File: config.mk
export PLATFORM = sky130hd
export DESIGN_NAME = pipo_rr_loader
export DESIGN_NICKNAME = d
export VERILOG_FILES = /design/src/rtl/pipo_rr_loader.sv
export SDC_FILE = /design/constraint.sdc
export NUM_CORES = 1
export LEC_CHECK = 0
export ABC_AREA = 0
export BUFFER_PORTS_ARGS = -buffer_cell sky130_fd_sc_hd__buf_2
export CAP_MARGIN = 10
export CORE_MARGIN = 2
export CORE_UTILIZATION = 45
export DETAILED_ROUTE_END_ITERATION = 6
export PLACE_DENSITY = 0.74
export SLEW_MARGIN = 20
export SYNTH_ARGS = -nofsm -noshare
export SYNTH_HDL_FRONTEND = slang
export SYNTH_SLANG_ARGS = --single-unit
File: constraint.sdc
create_clock -name clk -period 2.1 [get_ports clk]
set_input_delay 0 -clock clk [delete_from_list [all_inputs] [get_ports clk]]
set_output_delay 0 -clock clk [all_outputs]
set_load 0.05 [all_outputs]
File: src/rtl/pipo_rr_loader.sv
// pipo_rr_loader: round-robin load of NREQ valid/ready requesters into one held WIDTH-bit word; consumer side out_valid/out_ready/flush, plus out_src and a wrapping load_count
module pipo_rr_loader #(
  parameter int WIDTH = 4,
  parameter int NREQ = 4,
  parameter int CNTW = 8,
  localparam int SW = NREQ > 1 ? $clog2(NREQ) : 1
) (
  input  logic                  clk,
  input  logic                  reset,
  input  logic [NREQ-1:0]       req_valid,
  input  logic [NREQ*WIDTH-1:0] req_data,
  output logic [NREQ-1:0]       req_ready,
  input  logic                  flush,
  input  logic                  out_ready,
  output logic                  out_valid,
  output logic [WIDTH-1:0]      parallel_out,
  output logic [SW-1:0]         out_src,
  output logic [CNTW-1:0]       load_count
);
  typedef enum logic {EMPTY, FULL} state_t;
  state_t state, state_nxt;
  logic [SW-1:0] ptr, winner, idx;
  logic found, can_load, grant;
  logic [WIDTH-1:0] words [NREQ];
  for (genvar i = 0; i < NREQ; i++) begin : g_word
    assign words[i] = req_data[i*WIDTH +: WIDTH];
  end
  always_comb begin
    found = 1'b0;
    winner = '0;
    idx = '0;
    for (int k = 0; k < NREQ; k++) begin
      idx = SW'((int'(ptr) + k) % NREQ);
      if (!found && req_valid[idx]) begin
        found = 1'b1;
        winner = idx;
      end
    end
  end
  assign can_load = state == EMPTY || (out_ready && !flush);
  assign grant = can_load && found && !reset;
  assign req_ready = grant ? NREQ'(1) << winner : '0;
  assign out_valid = state == FULL;
  always_comb begin
    state_nxt = grant ? FULL : (state == FULL && (flush || out_ready)) ? EMPTY : state;
  end
  always_ff @(posedge clk or posedge reset) begin
    if (reset) state <= EMPTY;
    else state <= state_nxt;
  end
  always_ff @(posedge clk or posedge reset) begin
    if (reset) begin
      parallel_out <= '0;
      out_src <= '0;
      load_count <= '0;
      ptr <= '0;
    end else if (grant) begin
      parallel_out <= words[winner];
      out_src <= winner;
      load_count <= load_count + CNTW'(1);
      ptr <= SW'((int'(winner) + 1) % NREQ);
    end
  end
endmodule

==> Word-level counts from Yosys, hierarchy flattened <==
Index checks and enable logic that the tools add are counted.
{ "totals": {"regBits": 17, "input_bits": 24, "word_cells": 55} }
{ "classes": {"n_reduce_logical": 15, "n_bitwise": 2, "n_lt_le_gt_ge": 5, "add_sub_neg": 5, "n_mux": 22, "shifts": 1} }
{ "op_table": {"columns": ["op", "count"], "rows": [
  ["less-than comparator 2 x 3 -> 1 bit (second input constant)", 4],
  ["two-way mux 4 bit", 3],
  ["two-way mux 1 bit", 10],
  ["adder 8 x 1 -> 8 bit (second input constant)", 1],
  ["binary-select mux 1 bit (select 2 bit)", 4],
  ["binary-select mux 4 bit (select 2 bit)", 1],
  ["two-way mux 2 bit", 4],
  ["logical AND 1 bit", 7],
  ["logical NOT 1 bit", 5],
  ["adder 2 x 1 -> 2 bit (second input constant)", 2],
  ["adder 2 bit (second input constant)", 2],
  ["<< shifter 1 x 2 -> 4 bit (first input constant)", 1],
  [">= comparator 3 bit (second input constant)", 1],
  ["inverter 2 -> 3 bit", 1],
  ["logical OR 1 bit", 2],
  ["nonzero test 2 bit", 1],
  ["inverter 1 bit", 1]
]} }

==> Longest topological paths before layout <==
{ "logic_depth": {"ltp_word": 16, "depth_mapped": 6, "mapped_depth_nobuf": 5} }

==> Worst setup path after synthesis <==
OpenSTA, ideal clock, no wires.
{ "synth_path": {"path_kind": "reg2out", "start": "register state, in the netlist out_valid", "end": "output port req_ready[1]", "n_path_buf": 0, "path_slack_ps": 134, "required_ps": 2100, "arrival_time_ps": 1966, "path_stages_with_launch": 4, "path_cell_list": "dfrtp_1 > a211oi_2 > o21ai_0 > nor2b_1"} }
{ "synth_between": {"elab_chain_len": 5} }
{ "synth_rtl": {"columns": ["item", "line", "text"], "rows": [
  ["start: declaration", "21", "state_t state, state_nxt;"],
  ["start signal: assignment", "49", "else state <= state_nxt;"],
  ["inverter 1 bit", "40", "assign can_load = state == EMPTY || (out_ready && !flush);"],
  ["logical OR 1 bit", "40", null],
  ["logical AND 1 bit (2 in series)", "41", "assign grant = can_load && found && !reset;"],
  ["two-way mux 4 bit", "42", "assign req_ready = grant ? NREQ'(1) << winner : '0;"],
  ["end: declaration", "12", "output logic [NREQ-1:0] req_ready,"]
]} }
No other way between the ends.

==> Final worst setup path <==
{ "layout_path": {"start": "input port flush", "end": "output port req_ready[1]"} }
{ "layout_between": {"elab_chain_len": 6} }
{ "layout_rtl": {"columns": ["item", "line", "text"], "rows": [
  ["start: declaration", "13", "input logic flush,"],
  ["logical NOT 1 bit", "40", null],
  ["logical AND 1 bit", "40", null],
  ["logical OR 1 bit", "40", null],
  ["logical AND 1 bit (2 in series)", "41", null],
  ["two-way mux 4 bit", "42", null]
]} }
No other way between the ends.

==> impl_results.md <==
- Status: completed
- Register area share after synthesis: 45.2%
- First-pass GRT wire length: around 3.6 mm
- Worst Setup End Kind: output pin
- Area delta synth->final: 31.1%
- Gr ovfl total: 0
- TritonCTS clock tree: done
- R2r setup slk: 0.51 ns
- Largest net degree at the start of global routing: 18
- Max IR drop VDD: 0.000679 V
- Max-cap violations: 0
- Worst EP arrival: ~1.9 ns
- Post-route ant nets: 0
- All-Layer GR Usage: 19.0%
- Worst slew pin tran: ~0.75 ns
- Initial antenna violation count: 0
- DPL Wire Length: roughly 1.7 mm
- Die H: 49.8 µm
- Synth unique cells: 31
- Clk_lat worst skew: around 0.29 ns
- YS warnings: 0
- Setup Skew: around 0.0043 ns
- Crit Path Class: primary input to output pin
- Avg WL per Cell: around 13 µm
- RD Place Congestion: approximately 0.76
- RSZ-0062 raised after global routing: no
- CP required: 2.10 ns
- Antenna fix cells: 0
- Clk pin slew, worst setup/hold paths: about 0.10 ns
- Setup TNS: 0 ns
- Pwr Total: roughly 0.0017 W
- Max Root-Sink Buffers: 2
- Worst r2r path cells: 5
- Slew HR: about half
- Crit Path Max Fanout: 8
- CP startpoint: flush
- CTS Buf Count: 3
- Row cnt: 16
- Tcrit/Tclk final: roughly 92%
- Share of cells above drive strength 1: roughly two fifths
- Count of final setup violators: 0
- PD cells: around 1400 nW/µm²
- Core area: a little under 2000 µm²
- Vias in the first global route: 803
- P_leak: 0.653 nW
- Reg2reg end: parallel_out[3]$_DFFE_PP0P_
- Worst hold-check path type: primary input to flip-flop
- Starting Density: around 48%
- Final net count: 165
- Fin. max-slew vios: 0
- Chip Width: 49.8 µm
- I/O pins: 43
- Sink Count: 17
- Post-synthesis cell count: 92
- Final hold vios: 0
- Post-CTS setup buffer count: 0
- Reg2reg start: ptr[1]$_DFFE_PP0P_
- Htree depth: 1
- Post-synth net total: around 120
- Fin crit period: around 1.9 ns
- Drt drc: 0
- Starting DRC count in detailed routing: 10
- Post-Route WL: between 2 and 2.5 mm
- Die area: approximately 2500 µm²
- # port buffers: 42
- Startpoint types: primary input
- Vias: roughly 850
- Via-to-Cell Ratio: 5.10
- Syn_area_per_cell: just over 10 µm²
- Synthesized area: between 900 and 1000 µm²
- Peak Freq: 515 MHz
- Root Buffer: clkbuf_4
- Worst setup path endpoint: req_ready[1]
- Pre-antenna DRT Iters: 4
- Yosys reg bits: 17
## layer usage
metal	up-vias	track usage [%]	routed length, µm
li1	419	-	-
met1	405	25.0	999
met2	18	31.8	1110
met3	4	1.82	60
met4	0	8.33	41
met5	-	0	0
## critical path: stages
cell           delay [ns]
dlygate4sd3_1        0.53
buf_2                0.12
nand2b_1             0.19
a211oi_4             0.41
o21ai_0              0.26
nor2b_1              0.15
buf_2                0.27
## report_power, final
part	internal, W	switching (W)
registers	0.000448	0.000118
logic	0.000284	0.000680
clock network	0.0000708	0.000104
## through the flow
stage                     utilization, %  area, µm²  hold slack (ns)  worst slack (ns)  std cells
after global placement              59.9       1170            0.151             0.450        160
after detailed placement            59.9       1170            0.157             0.360        160
final                               62.9       1230           0.0227             0.160        166
after CTS                           62.3       1220           0.0240            0.0433        166
after global routing                62.9       1230           0.0298            0.0339        166
after floorplan                        -        942          -0.0739             0.134         92
## synth_stat cells, drive strengths merged
cell type | instances | area [µm²]
dfrtp | 17 | 425
nand2 | 15 | 56.3
mux2i | 8 | 80.1
nor2 | 7 | 28.8
xnor2 | 7 | 61.3
inv | 5 | 18.8
o221ai | 4 | 35.0
a21oi | 3 | 15.0
nand3 | 3 | 15.0
o21ai | 3 | 15.0
and3 | 2 | 13.8
buf | 2 | 18.8
nand4 | 2 | 12.5
a2111oi | 1 | 27.5
a211o | 1 | 8.76
a211oi | 1 | 12.5
a21boi | 1 | 7.51
a221oi | 1 | 15.0
and2b | 1 | 8.76
ha | 1 | 12.5
nand2b | 1 | 6.26
nor2b | 1 | 6.26
nor4 | 1 | 6.26
o21a | 1 | 7.51
o22ai | 1 | 12.5
or2 | 1 | 6.26
xor2 | 1 | 8.76
## placed cells by master, fill, tap and decap left out, drive strengths merged
cell         instances
buf                 43
dfrtp               17
nand2               15
mux2i                8
xnor2                7
nor2                 7
inv                  5
o221ai               4
a21oi                3
nand3                3
clkbuf               3
o21ai                3
nand4                2
dlygate4sd3          2
and3                 2
nand2b               1
nor4                 1
a211o                1
and2b                1
o21a                 1
o22ai                1
a2111oi              1
a221oi               1
or2                  1
a211oi               1
xor2                 1
nor2b                1
a21boi               1
ha                   1
clkinv               1
## state kept, by name, indices dropped and copies added (netlist names)
signal and flops:
parallel_out 4, out_src 2, out_valid 1, load_count 8, ptr 2
## cell type report
cell class                 instances  area, µm²
sequential                        17        425
clock buffer                       3       22.5
tap                               27       33.8
fill                             189        727
inverter                           5       18.8
clock inverter                     1       5.00
multi-input combinational         68        492
timing repair buffer              45        238
## cell families after synthesis
family,share of synthesized area (%)
XOR/XNOR,7.44
multiplexers,8.50
adder cells (fa/ha/maj),1.33
flip-flops,45.2
buffers and inverters,3.98
AO/OA/AOI/OAI,16.6
AND/OR/NAND/NOR,17.0
## worst min-delay path by stage
stage / from / end / slack (ns) / cells after the start
after floorplan: reset / load_count[0]$_DFFE_PP0P_ / -0.07 / 1
after global placement: reset / out_valid$_DFFE_PP0P_ / 0.15 / 2
after detailed placement: reset / load_count[7]$_DFFE_PP0P_ / 0.16 / 2
after CTS: req_data[7] / parallel_out[3]$_DFFE_PP0P_ / 0.02 / 3
after global routing: req_data[7] / parallel_out[3]$_DFFE_PP0P_ / 0.03 / 3
final: req_data[7] / parallel_out[3]$_DFFE_PP0P_ / 0.02 / 3
## timing repair
item | in CTS | in global routing
hold buffers | 2 | 0
endpoints found under the setup margin | 0 | 3
gates resized for setup | 0 | 2
hold endpoints to repair | 18 | 0
Note: power is estimated with default switching activity, not from simulation.
